==> config.mk <==
export PLATFORM = sky130hd
export DESIGN_NAME = pulse_train_gen
export DESIGN_NICKNAME = d
export VERILOG_FILES = /design/src/rtl/pulse_gen_pkg.sv /design/src/rtl/pulse_train_gen_phase_timer.sv /design/src/rtl/pulse_train_gen.sv
export SDC_FILE = /design/constraint.sdc
export NUM_CORES = 1
export LEC_CHECK = 0
export BUFFER_PORTS_ARGS = -buffer_cell sky130_fd_sc_hd__buf_2
export CELL_PAD_IN_SITES_DETAIL_PLACEMENT = 0
export CELL_PAD_IN_SITES_GLOBAL_PLACEMENT = 2
export CORE_MARGIN = 1
export CORE_UTILIZATION = 38
export DETAILED_ROUTE_END_ITERATION = 10
export MAX_ROUTING_LAYER = met4
export PLACE_DENSITY_LB_ADDON = 0.1
export SYNTH_ARGS = -nofsm -noshare
export SYNTH_HDL_FRONTEND = slang
export SYNTH_HIERARCHICAL = 1
export SYNTH_SLANG_ARGS = --single-unit
==> constraint.sdc <==
create_clock -name clk -period 6 [get_ports clk]
set_clock_uncertainty 0.15 [all_clocks]
set_input_delay 1.2 -clock clk [delete_from_list [all_inputs] [get_ports clk]]
set_output_delay 1.2 -clock clk [all_outputs]
set_load 0.1 [all_outputs]
==> src/rtl/pulse_gen_pkg.sv <==
//------------------------------------------------------------------------------
// Module   : pulse_gen_pkg
// Brief    : Shared widths, FSM states and constants for the pulse-train generator.
// Revision : 1.0
//------------------------------------------------------------------------------
`default_nettype none

package pulse_gen_pkg;

  localparam int CNT_W_DFLT = 8;
  localparam int DIV_W_DFLT = 16;
  localparam int MIN_PHASE  = 1;

  typedef enum logic [1:0] {
    IDLE = 2'd0,
    HIGH = 2'd1,
    LOW  = 2'd2,
    FIN  = 2'd3
  } state_t;

endpackage

`default_nettype wire

==> src/rtl/pulse_train_gen_phase_timer.sv <==
//------------------------------------------------------------------------------
// Module   : phase_timer
// Brief    : Loadable down-counter with enable and zero flag; times one phase.
// Revision : 1.0
//------------------------------------------------------------------------------
`default_nettype none

module phase_timer
  import pulse_gen_pkg::*;
#(
  parameter int DIV_W = DIV_W_DFLT
) (
  input  logic             clk,
  input  logic             reset,
  input  logic             i_load,
  input  logic             i_en,
  input  logic [DIV_W-1:0] i_load_val,
  output logic             o_zero
);

  logic [DIV_W-1:0] r_cnt;

  // Load wins over counting so a phase entry always starts from a fresh value.
  always_ff @(posedge clk or posedge reset) begin
    if (reset) begin
      r_cnt <= '0;
    end else if (i_load) begin
      r_cnt <= i_load_val;
    end else if (i_en && (r_cnt != '0)) begin
      r_cnt <= r_cnt - DIV_W'(1);
    end
  end

  assign o_zero = (r_cnt == '0);

endmodule

`default_nettype wire

==> src/rtl/pulse_train_gen.sv <==
//------------------------------------------------------------------------------
// Module   : pulse_train_gen
// Brief    : Burst/continuous pulse-train generator with gate window and count.
// Revision : 1.0
//------------------------------------------------------------------------------
`default_nettype none

module pulse_train_gen
  import pulse_gen_pkg::*;
#(
  parameter int CNT_W = CNT_W_DFLT,
  parameter int DIV_W = DIV_W_DFLT
) (
  input  logic             clk,
  input  logic             reset,
  input  logic             i_start,
  input  logic             i_abort,
  input  logic             i_continuous,
  input  logic [CNT_W-1:0] i_pulse_count,
  input  logic [DIV_W-1:0] i_high_cycles,
  input  logic [DIV_W-1:0] i_low_cycles,
  output logic             o_sig_out,
  output logic             o_gate_out,
  output logic             o_busy,
  output logic             o_done,
  output logic [CNT_W-1:0] o_pulses_sent
);

  state_t           r_state;
  state_t           w_next_state;
  logic [CNT_W-1:0] r_count;
  logic [DIV_W-1:0] r_high;
  logic [DIV_W-1:0] r_low;
  logic             r_cont;
  logic [CNT_W-1:0] r_pulses_sent;
  logic             r_sig_out;
  logic             r_gate_out;
  logic             r_busy;
  logic             r_done;

  logic             w_launch;
  logic             w_inc_pulse;
  logic             w_timer_load;
  logic [DIV_W-1:0] w_timer_val;
  logic             w_timer_en;
  logic             w_timer_zero;
  logic [DIV_W-1:0] w_high_eff;
  logic [DIV_W-1:0] w_low_eff;
  logic             w_in_burst;

  // Zero-length phases are stretched to one clock.
  assign w_high_eff = (i_high_cycles == '0) ? DIV_W'(MIN_PHASE) : i_high_cycles;
  assign w_low_eff  = (i_low_cycles  == '0) ? DIV_W'(MIN_PHASE) : i_low_cycles;

  assign w_timer_en = (r_state == HIGH) || (r_state == LOW);

  phase_timer #(
    .DIV_W (DIV_W)
  ) u_phase_timer (
    .clk        (clk),
    .reset      (reset),
    .i_load     (w_timer_load),
    .i_en       (w_timer_en),
    .i_load_val (w_timer_val),
    .o_zero     (w_timer_zero)
  );

  always_comb begin
    w_next_state = r_state;
    w_launch     = 1'b0;
    w_inc_pulse  = 1'b0;
    w_timer_load = 1'b0;
    w_timer_val  = '0;
    case (r_state)
      IDLE: begin
        if (i_start && !i_abort) begin
          w_launch = 1'b1;
          if (!i_continuous && (i_pulse_count == '0)) begin
            w_next_state = FIN;
          end else begin
            w_next_state = HIGH;
            w_timer_load = 1'b1;
            w_timer_val  = w_high_eff - DIV_W'(1);
          end
        end
      end
      HIGH: begin
        if (i_abort) begin
          w_next_state = IDLE;
        end else if (w_timer_zero) begin
          w_next_state = LOW;
          w_inc_pulse  = 1'b1;
          w_timer_load = 1'b1;
          w_timer_val  = r_low - DIV_W'(1);
        end
      end
      LOW: begin
        if (i_abort) begin
          w_next_state = IDLE;
        end else if (w_timer_zero) begin
          // pulses_sent already counts the pulse finishing in this phase.
          if (!r_cont && (r_pulses_sent == r_count)) begin
            w_next_state = FIN;
          end else begin
            w_next_state = HIGH;
            w_timer_load = 1'b1;
            w_timer_val  = r_high - DIV_W'(1);
          end
        end
      end
      FIN: begin
        w_next_state = IDLE;
      end
      default: begin
        w_next_state = IDLE;
      end
    endcase
  end

  assign w_in_burst = (w_next_state == HIGH) || (w_next_state == LOW);

  always_ff @(posedge clk or posedge reset) begin
    if (reset) begin
      r_state       <= IDLE;
      r_count       <= '0;
      r_high        <= '0;
      r_low         <= '0;
      r_cont        <= 1'b0;
      r_pulses_sent <= '0;
      r_sig_out     <= 1'b0;
      r_gate_out    <= 1'b0;
      r_busy        <= 1'b0;
      r_done        <= 1'b0;
    end else begin
      r_state    <= w_next_state;
      r_sig_out  <= (w_next_state == HIGH);
      r_gate_out <= w_in_burst;
      r_busy     <= w_in_burst;
      r_done     <= (w_next_state == FIN);
      if (w_launch) begin
        r_count       <= i_pulse_count;
        r_high        <= w_high_eff;
        r_low         <= w_low_eff;
        r_cont        <= i_continuous;
        r_pulses_sent <= '0;
      end else if (w_inc_pulse) begin
        r_pulses_sent <= r_pulses_sent + CNT_W'(1);
      end
    end
  end

  assign o_sig_out     = r_sig_out;
  assign o_gate_out    = r_gate_out;
  assign o_busy        = r_busy;
  assign o_done        = r_done;
  assign o_pulses_sent = r_pulses_sent;

endmodule

`default_nettype wire

==> out/summary.txt <==
status - completed
drt wl/cell - 16.7 um
CTS buffer count - 9
H-tree depth - 3
Setup Buffers After CTS - 0
Syn-to-layout area delta - 16.2%
largest net degree at the start of global routing - 55
drt total wl - 12.6 mm
final hold vios - 0
synth unique cells - 58
RSZ-0062 raised after global routing - no
grt met1 use - 30.9%
Initial Utilization - 39.3%
Worst-Skew Late Latency - 0.34 ns
Initial DRC Count - 298
root buffer cell - clkbuf_16
TritonCTS clock tree - done
Die H - 111 um
I/O pin cnt - 57
DP HPWL - 9.40 mm
num rows - 39
synthesized area - 0.00453 mm^2
CTS Buffer Depth - 2
post-synth top area cell - dfrtp_1
CTS Hold Bufs - 0
total gr overflow - 0
vias in the first global route - 3,901
register area share after synthesis - 38.7%
M2 GR Usage - 31.1%
CP Class - flop to flop
DR vias - 4,156
Max Slew Vio Count - 0
GRT Total Usage - 21.8%
first drt pass iteration count - 5
period utilization - 68.3%
final setup vio count - 0
CP max-delay cell - or4b_2
R2R setup slack - 1.90 ns
met3 Usage GRT - 2.95%
Syn Nets - 611
Max VDD drop - 0.000199 V
total core area - 0.0115 mm^2
synthesized area per cell - 8.16 um^2
die area - 0.0124 mm^2
initial antenna violation count - 0
max incr delay on CP - 0.63 ns
CP max FO - 21
post-cts sizing count - 0
ys async rst share - 100%
Worst EP arrival - 4.17 ns
Warnings, synthesis - 6
Vias/cell - 5.48
Worst-path clk slew - 0.06 ns
Syn Inst Count - 555
worst path cell trace - inv_1 > ha_1 > or4b_2 > or4_4 > inv_2 > nor2b_1 > nand2_1 > a31oi_1 > buf_4 > nor3_1 > nor2_1 > buf_4 > inv_1 > nand2_1 > a21oi_1 > a311o_1
main area contributors after synthesis - dfrtp_1 (39%), nand2_1 (13%), xor2_1 (5.8%)
Startpoint Class - flop
pwr/cell area - 430 mW/mm^2
post-synth top area share - 38.7%
most common flop cell mapped by yosys - dfrtp_1
placer congestion estimate - 0.859
Achievable Freq - 0.244 GHz
setup TNS - 0 ns
Routed Antenna Nets - 0
die width - 111 um
Port Buf Inserts - 56
gr busiest metal - met2
worst-margin pin slew - 0.820 ns
CP Capture Type - flop
Slew Limit Headroom - 44.9%
WP data required - 6.07 ns
WP buf/inv - 5
DRC violations left - 0
max-cap viol count - 0
Sink Count - 70
fin crit period - 4.10 ns
number of synthesized flops with an enable pin - 0
flops & latches, synth - 70
delay-heaviest family, CP - simple AND/OR/NAND/NOR gates
fin util - 45.7%
Min-Delay Path Class - flop to flop
ANT cells - 0
Leak - 2.41 nW
first-pass GRT wire length - 20.4 mm
Final nets - 666
layout cells sized above 1 - 15.0%
layout make-up:
class,count,area (um^2)
Sequential cell,70,1750
Clock inverter,5,57.6
Clock buffer,11,253
Fill cell,1185,6250
Inverter,20,75.1
Multi-Input combinational cell,447,2620
Tap cell,143,179
Timing Repair Buffer,62,325
final timing paths:
check	startpoint	end	depth (start not counted)
setup / recovery	u_phase_timer/r_cnt[0]	u_phase_timer/r_cnt[13]	16
hold / removal	r_count[7]	r_count[7]	2
setup reg to reg	u_phase_timer/r_cnt[0]	u_phase_timer/r_cnt[13]	16
hold reg to reg	r_count[7]	r_count[7]	2
max in group asynchronous	reset	r_high[15]	3
min in group asynchronous	reset	u_phase_timer/r_cnt[2]	2
sequential cells by signal, summed over array words and instances, names as in the netlist:
signal,flops
o_busy,1
o_done,1
o_pulses_sent,8
o_sig_out,1
r_cont,1
r_count,8
r_high,16
r_low,16
r_state,2
u_phase_timer/r_cnt,16
cell families (layout without fill, tap and decap cells):
kind of cell,count (synthesis),count (layout),synth area share [%]
xor+xnor,51,51,9.86
flops,70,70,38.7
mux,1,1,0.221
compound gates,84,84,13.0
simple gates,300,300,31.8
buf+inv,38,98,3.42
fa+ha+maj,11,11,3.04
cells in the mapped netlist (all sizes together) (2+ instances only):
cell       n
a21oi     12
a222oi     4
a22oi      3
a2bb2oi    2
a311o      2
a311oi     2
a31oi      8
a32oi      2
and2       4
and3       3
buf        3
clkbuf    15
dfrtp     70
ha        11
inv       20
nand2    151
nand2b     2
nand3     10
nand3b     2
nand4     15
nand4b     4
nor2      45
nor2b      2
nor3      18
nor3b      3
nor4      16
o211ai     8
o21a       3
o21ai     21
o221ai     2
o31a       3
o31ai      5
o41ai      2
or3        5
or4       13
or4b       3
xnor2     21
xor2      30
through the flow:
| stage | hold WS, ns | instances | total power [W] | worst slack, ns | instance area, um^2 |
|---|---|---|---|---|---|
| after CTS | 0.348 | 758 | 0.00227 | 1.90 | 5270 |
| final | 0.346 | 758 | 0.00226 | 1.90 | 5270 |
| after floorplan | 0.296 | 555 | 0.00148 | 2.28 | 4530 |
| after detailed placement | 0.332 | 742 | 0.00171 | 1.91 | 4950 |
| after global placement | 0.329 | 742 | 0.00170 | 1.96 | 4950 |
| after global routing | 0.376 | 758 | 0.00242 | 1.66 | 5270 |
per-layer routing:
metal	vias to the layer above	routed length, um
met1	1986	6450
met3	15	469
met2	86	5490
li1	2069	-
met4	0	216
met5	-	0
worst register-to-register path, delay by kind of cell, from the launching register on:
family	cells	cell delay, ns
simple gates	7	1.65
buf+inv	5	0.98
compound gates	3	0.54
flops	1	0.39
fa+ha+maj	1	0.25
placed cells by master (no fill, tap or decap), types with 16 or more instances in the layout:
master	count
o21ai_0	16
buf_2	56
inv_1	18
nand2_1	151
nor3_1	17
xor2_1	30
xnor2_1	21
nor2_1	45
dfrtp_1	70
report_power, final:
group	switching [W]	total (W)	internal, W
clock	0.000209	0.000552	0.000344
combinational	0.000502	0.000820	0.000318
sequential	0.000230	0.000891	0.000662
No activity file was read; power rests on OpenSTA's default activity.
